File: src/rtl/mpc_f2_vector_stream_reader.sv
`default_nettype none
// ---------------------------------------------------------------------------
// mpc_f2_vector_stream_reader: streams f2_V[0..DEPTH-1] from BRAM via a
// credit-limited 2-entry buffer under ap_ctrl_hs control.   Rev 1.0
// ---------------------------------------------------------------------------
module mpc_f2_vector_stream_reader #(
  parameter int DATA_W = 32,
  parameter int ADDR_W = 3,
  parameter int DEPTH  = 8
) (
  input  logic              ap_clk,
  input  logic              ap_rst_n,
  input  logic              ap_start,
  output logic              ap_done,
  output logic              ap_idle,
  output logic              ap_ready,
  output logic [ADDR_W-1:0] f2_V_address0,
  output logic              f2_V_ce0,
  input  logic [DATA_W-1:0] f2_V_q0,
  output logic [DATA_W-1:0] m_tdata,
  output logic [ADDR_W-1:0] m_tindex,
  output logic              m_tlast,
  output logic              m_tvalid,
  input  logic              m_tready
);

  localparam int CNT_W = ADDR_W + 1;
  localparam int ENT_W = DATA_W + ADDR_W + 1;
  localparam logic [CNT_W-1:0]  LAST_CNT = CNT_W'(DEPTH - 1);
  localparam logic [ADDR_W-1:0] LAST_IDX = ADDR_W'(DEPTH - 1);

  localparam logic [1:0] S_IDLE  = 2'd0;
  localparam logic [1:0] S_RUN   = 2'd1;
  localparam logic [1:0] S_DRAIN = 2'd2;
  localparam logic [1:0] S_DONE  = 2'd3;

  logic [1:0]        state_q, state_d;
  logic [CNT_W-1:0]  cnt_q, cnt_d;
  logic              inflight_q, inflight_d;
  logic [ADDR_W-1:0] inflight_idx_q, inflight_idx_d;
  logic [1:0]        occ_q, occ_d;
  logic [ENT_W-1:0]  ent0_q, ent0_d;
  logic [ENT_W-1:0]  ent1_q, ent1_d;

  logic              w_pop;
  logic              w_issue;
  logic [2:0]        w_credit;
  logic [ENT_W-1:0]  w_new;

  always_comb begin
    w_pop    = (occ_q != 2'd0) && m_tready;
    // Occupancy plus in-flight read, net of this cycle's pop, must leave a free slot.
    w_credit = {1'b0, occ_q} + {2'b00, inflight_q} - {2'b00, w_pop};
    w_issue  = (state_q == S_RUN) && (w_credit < 3'd2);
    w_new    = {f2_V_q0, inflight_idx_q, (inflight_idx_q == LAST_IDX)};

    state_d        = state_q;
    cnt_d          = cnt_q;
    inflight_d     = w_issue;
    inflight_idx_d = cnt_q[ADDR_W-1:0];

    case (state_q)
      S_IDLE: begin
        if (ap_start) begin
          state_d = S_RUN;
          cnt_d   = '0;
        end
      end
      S_RUN: begin
        if (w_issue) begin
          cnt_d = cnt_q + CNT_W'(1);
          if (cnt_q == LAST_CNT) state_d = S_DRAIN;
        end
      end
      S_DRAIN: begin
        if (w_pop && ent0_q[0]) state_d = S_DONE;
      end
      default: begin
        // A held ap_start chains straight into the next run.
        if (ap_start) begin
          state_d = S_RUN;
          cnt_d   = '0;
        end else begin
          state_d = S_IDLE;
        end
      end
    endcase

    occ_d  = occ_q;
    ent0_d = ent0_q;
    ent1_d = ent1_q;
    case ({inflight_q, w_pop})
      2'b10: begin
        if (occ_q == 2'd0) ent0_d = w_new;
        else               ent1_d = w_new;
        occ_d = occ_q + 2'd1;
      end
      2'b01: begin
        ent0_d = ent1_q;
        occ_d  = occ_q - 2'd1;
      end
      2'b11: begin
        if (occ_q == 2'd1) begin
          ent0_d = w_new;
        end else begin
          ent0_d = ent1_q;
          ent1_d = w_new;
        end
      end
      default: ;
    endcase
  end

  always_ff @(posedge ap_clk or negedge ap_rst_n) begin
    if (!ap_rst_n) begin
      state_q        <= S_IDLE;
      cnt_q          <= '0;
      inflight_q     <= 1'b0;
      inflight_idx_q <= '0;
      occ_q          <= 2'd0;
      ent0_q         <= '0;
      ent1_q         <= '0;
    end else begin
      state_q        <= state_d;
      cnt_q          <= cnt_d;
      inflight_q     <= inflight_d;
      inflight_idx_q <= inflight_idx_d;
      occ_q          <= occ_d;
      ent0_q         <= ent0_d;
      ent1_q         <= ent1_d;
    end
  end

  assign f2_V_ce0      = w_issue;
  assign f2_V_address0 = cnt_q[ADDR_W-1:0];
  assign m_tvalid      = (occ_q != 2'd0);
  assign m_tdata       = ent0_q[ENT_W-1 -: DATA_W];
  assign m_tindex      = ent0_q[ADDR_W:1];
  assign m_tlast       = ent0_q[0];
  assign ap_done       = (state_q == S_DONE);
  assign ap_ready      = (state_q == S_DONE);
  assign ap_idle       = (state_q == S_IDLE) && !ap_start;

endmodule
`default_nettype wire

File: config.mk
export PLATFORM = sky130hd
export DESIGN_NAME = mpc_f2_vector_stream_reader
export DESIGN_NICKNAME = d
export VERILOG_FILES = /design/src/rtl/mpc_f2_vector_stream_reader.sv
export SDC_FILE = /design/constraint.sdc
export NUM_CORES = 1
export LEC_CHECK = 0
export CORE_ASPECT_RATIO = 0.75
export CORE_MARGIN = 2
export CORE_UTILIZATION = 46
export DETAILED_ROUTE_END_ITERATION = 7
export PLACE_DENSITY_LB_ADDON = 0.05
export SYNTH_ARGS = -nofsm -noshare
export SYNTH_HDL_FRONTEND = slang
export SYNTH_SLANG_ARGS = --single-unit
File: constraint.sdc
create_clock -name ap_clk -period 3.25 [get_ports ap_clk]
set_input_delay 0.975 -clock ap_clk [delete_from_list [all_inputs] [get_ports ap_clk]]
set_output_delay 0.975 -clock ap_clk [all_outputs]
set_load 0.005 [all_outputs]
After elaboration in Yosys (flattened, before gate mapping)
Index checks and enable logic that the tools add are counted.
{"block": "classes", "add_sub_neg": 5, "multipliers": 0, "div_mod_pow": 0, "order_cmp": 1, "n_eq_ne": 16, "shifts": 0, "n_mux": 16, "bitwise_logic": 1, "n_reduce_logical": 16}
{"op": "$mux 36", "count": 4}
{"op": "$pmux 36 s3", "count": 1}
{"op": "$pmux 36 s2", "count": 1}
{"op": "$ne 2x2->1 const B", "count": 6}
{"op": "$eq 2x2->1 const B", "count": 4}
{"op": "$mux 2", "count": 4}
{"op": "$mux 4", "count": 2}
{"op": "$pmux 4 s2", "count": 1}
{"op": "$reduce_bool 2->1", "count": 4}
{"op": "$eq 2x1->1 const B", "count": 3}
{"op": "$pmux 2 s3", "count": 1}
{"op": "$reduce_and 3->1", "count": 2}
{"op": "$add 4x1->4 const B", "count": 1}
{"op": "$eq 4x3->1 const B", "count": 1}
{"op": "$logic_and 1x1->1", "count": 4}
{"op": "$logic_not 2->1", "count": 2}
{"op": "$pmux 2 s2", "count": 1}
{"op": "$reduce_and 4->1", "count": 1}
{"op": "$add 2x1->3", "count": 1}
{"op": "$eq 3x3->1 const B", "count": 1}
{"op": "$lt 3x2->1 const B", "count": 1}
{"op": "$reduce_bool 3->1", "count": 1}
{"op": "$sub 3x1->3", "count": 1}
{"op": "$add 2x1->2 const B", "count": 1}
{"op": "other kinds (6)", "count": 6}
{"block": "totals", "ff_bits": 84, "latchBits": 0, "mem_bits_rw": 0, "mem_bits_ro": 0, "in_bits": 36, "output_inout_bits": 44, "n_memories": 0}

Longest topological paths before layout
{"block": "logic_depth", "word_depth": 7, "mapped_depth": 12, "mapped_depth_nobuf": 11}

Least setup slack after synthesis
No wires, ideal clock.
{"block": "synth_timing", "path_type": "input to output", "startpoint": "in m_tready", "endpoint": "out f2_V_ce0", "arrival_time_ns": 2.328, "required_time_ns": 2.275, "setup_slack_ns": -0.053, "path_stages": 9, "path_buffers": 1, "path_cell_list": "nand2b_1 > buf_2 > inv_2 > nand2_1 > a21oi_1 > fa_1 > xnor2_1 > nor2_1 > and2_1"}
{"block": "synth_between", "elab_chain_len": 4}
{"item": "start: declaration", "line_no": "24", "rtl": "input logic m_tready"}
{"item": "$logic_and 1x1->1", "line_no": "51", "rtl": "w_pop = (occ_q != 2'd0) && m_tready;"}
{"item": "$sub 3x1->3", "line_no": "53", "rtl": "w_credit = {1'b0, occ_q} + {2'b00, inflight_q} - {2'b00, w_pop};"}
{"item": "$lt 3x2->1", "line_no": "54", "rtl": "w_issue = (state_q == S_RUN) && (w_credit < 3'd2);"}
{"item": "$logic_and 1x1->1", "line_no": "54"}
{"item": "end: declaration", "line_no": "18", "rtl": "output logic f2_V_ce0,"}
No other way between the ends.

Worst setup path in the final report
Ends and elaborated chain as after synthesis.

==> impl_metrics.py <==
metrics = {
    "floorplan": {
        "ioPinCount": 80,
        "die_x_um": 107,
        "fp.coreArea_um2": 7810,
        "initial_core_util": 0.471,
        "rows": 28,
        "die_area_um2": 8740,
        "die_y_um": 81.5,
    },
    "clock_network": {
        "cts_hold_buf": 0,
        "cts_sinks": 84,
        "cts_max_level": 3,
        "clk_pin_slew_ps": 80,
        "cts_tree": "done",
        "cts_buffer_depth": 2,
        "numCtsBuffers": 9,
        "root_buffer": "clkbuf_8",
        "clk_latency_ps": 350,
    },
    "yosys": {
        "synthArstFlopShare": 1.00,
        "synthDistinctLibCells": 35,
        "ys_seq_area_frac": 0.571,
        "syn_avg_cell_area_um2": 13.2,
        "synth_edf_count": 0,
        "synth_area_um2": 3680,
        "yosys_warnings": 0,
        "synth_ff_type": "dfrtp_1",
        "ys_ff_latch": 84,
        "synthesis.nets": 326,
        "syn_inst": 280,
    },
    "job": {
        "cap_violations": 0,
    },
    "timing": {
        "skew_ps": 5.64,
        "rsz0062_at_grt": "true",
        "setup_viol": 0,
        "fmax_mhz": 310,
        "min_period_over_period": 0.994,
        "max_slew_margin": 0.255,
        "final_hold_viol_count": 0,
        "hold_slack_ps": 470,
        "max_slew.worst_pin.slew_ps": 1120,
        "slew_viol_final": 0,
        "min_period_ps": 3230,
    },
    "worst_setup_path": {
        "path_cells": "buf_6, nand2b_4, nand2_4, a21oi_4, fa_2, nor2_4, and2_4, buf_6",
        "critPathTopFamily": "adder cells",
        "critPathSlowestCell": "fa_2",
        "endpoint_kind": "primary output",
        "startpoint_type": "input port",
        "path_buf_inv": 2,
        "criticalPathCategory": "input port to primary output",
        "cp_common_cell": "buf_6",
        "cp.required_ps": 2270,
        "slowest_delay_ps": 480,
        "arrival_ps": 2250,
        "r2r_setup_slack_ps": 300,
        "cp_max_fo": 3,
    },
    "hold_path": {
        "hp-class": "flip-flop to flip-flop",
    },
    "global_route": {
        "overflow": 0,
        "grt_pass1_vias": 2647,
        "grt_max_degree": 50,
        "grt_usage": 0.193,
        "grt_pass1_wl_mm": 12.8,
        "grt_antenna_before_repair": 0,
    },
    "pwr": {
        "leakage_nw": 2.44,
        "irDropWorstVdd_v": 0.000643,
        "power_mw": 5.21,
        "power_density_nw_per_um2": 1020,
    },
    "run_status": {
        "status": "completed",
    },
    "placed_design": {
        "gp_congestion": 0.763,
        "io_buffers": 79,
        "post-dp-hpwl_mm": 5.08,
    },
    "final_layout": {
        "area_growth_pct": 38.1,
        "layout-drive-gt1-share": 0.185,
        "fin_nets": 419,
        "fin_util": 0.651,
        "mostFrequentLayoutCell": "dfrtp_1",
        "final_cell_mix": "dfrtp_1, clkdlybuf4s50_1, a22o_1",
        "antenna_cells": 0,
    },
    "detailed_routing": {
        "dr.pass1.iters": 4,
        "post_drt_wl_per_cell_um": 16.3,
        "vias": 2538,
        "drtAntennaViolNets": 0,
        "totalWireLength_mm": 7.86,
        "drtIter0Drc": 124,
        "drc": 0,
        "vias_per_cell": 5.25,
    },
}
[cell usage after synthesis (all sizes together), types with 2 or more instances]
cell / n / share of area
xnor2: 3 / 0.0071
inv: 8 / 0.0082
a21oi: 4 / 0.0075
o21ai: 3 / 0.0041
buf: 12 / 0.019
clkbuf: 6 / 0.0061
dfrtp: 84 / 0.57
nor2: 6 / 0.0061
or4: 2 / 0.0041
ha: 9 / 0.031
nor2b: 4 / 0.0068
nand3: 3 / 0.0041
a21o: 35 / 0.071
nand2: 11 / 0.011
a221o: 2 / 0.0054
a22o: 38 / 0.090
mux2: 38 / 0.12
mux2i: 2 / 0.0054
[per-stage QoR]
step                std cells  setup WS [ps]  setup TNS (ps)  area [um2]
CTS                       481          -39.3           -39.3        5040
detailed placement        464           -942           -2340        4730
global placement          464           -928           -2150        4730
floorplan                 280           1.18               0        3690
global route              483          -36.5           -36.5        5080
finish                    483           20.9               0        5080
[what timing repair did]
action                                  in CTS  in global routing
pin swaps                                    5                  5
cloned                                       0                  0
gates resized for setup                     21                  6
buffers inserted                             1                  2
endpoints found under the setup margin       3                  1
[state kept, by name (all words and copies together) (netlist names)]
signal and flops:
state_q 2, occ_q 2, ent0_q 36, inflight_q 1, cnt_q 4, inflight_idx_q 3
ent1_q 36
[kinds of logic (layout without fill, tap and decap cells)]
kind of cell	count (synthesis)	in the layout	synth area share
xor+xnor	3	3	0.00714
simple gates	32	32	0.0432
fa+ha+maj	10	10	0.0360
buf+inv	26	124	0.0330
flops	84	84	0.571
mux	40	40	0.123
compound gates	85	85	0.187
[cell type report]
class	count	area [um2]
Clock buffer	11	151
Clock inverter	5	106
Fill cell	611	2730
Inverter	8	32.5
Multi-Input combinational cell	170	1570
Sequential cell	84	2100
Tap cell	105	131
Timing Repair Buffer	100	986
[power breakdown]
| part | switching [mW] | internal, mW |
|---|---|---|
| sequential | 0.261 | 1.52 |
| combinational | 1.05 | 1.46 |
| clock | 0.368 | 0.555 |
[final timing paths]
check,cells past startpoint,to,startpoint
worst max-delay path,8,f2_V_ce0,m_tready
worst min register to register,1,ent0_q[16]$_DFFE_PN0P_,ent1_q[16]$_DFFE_PN0P_
min in group asynchronous,1,ent0_q[13]$_DFFE_PN0P_,ap_rst_n
worst min-delay path,1,ent0_q[16]$_DFFE_PN0P_,ent1_q[16]$_DFFE_PN0P_
worst max register to register,13,state_q[1]$_DFFE_PN0P_,occ_q[1]$_DFFE_PN0P_
max in group asynchronous,2,ent0_q[1]$_DFFE_PN0P_,ap_rst_n
[per-layer routing]
| layer | track usage | part of all wire |
|---|---|---|
| met5 | 0 | 0 |
| met4 | 0.0623 | 0.0085 |
| met3 | 0.0563 | 0.051 |
| met2 | 0.321 | 0.48 |
| met1 | 0.247 | 0.46 |
Power figures use the tool's default switching activity.
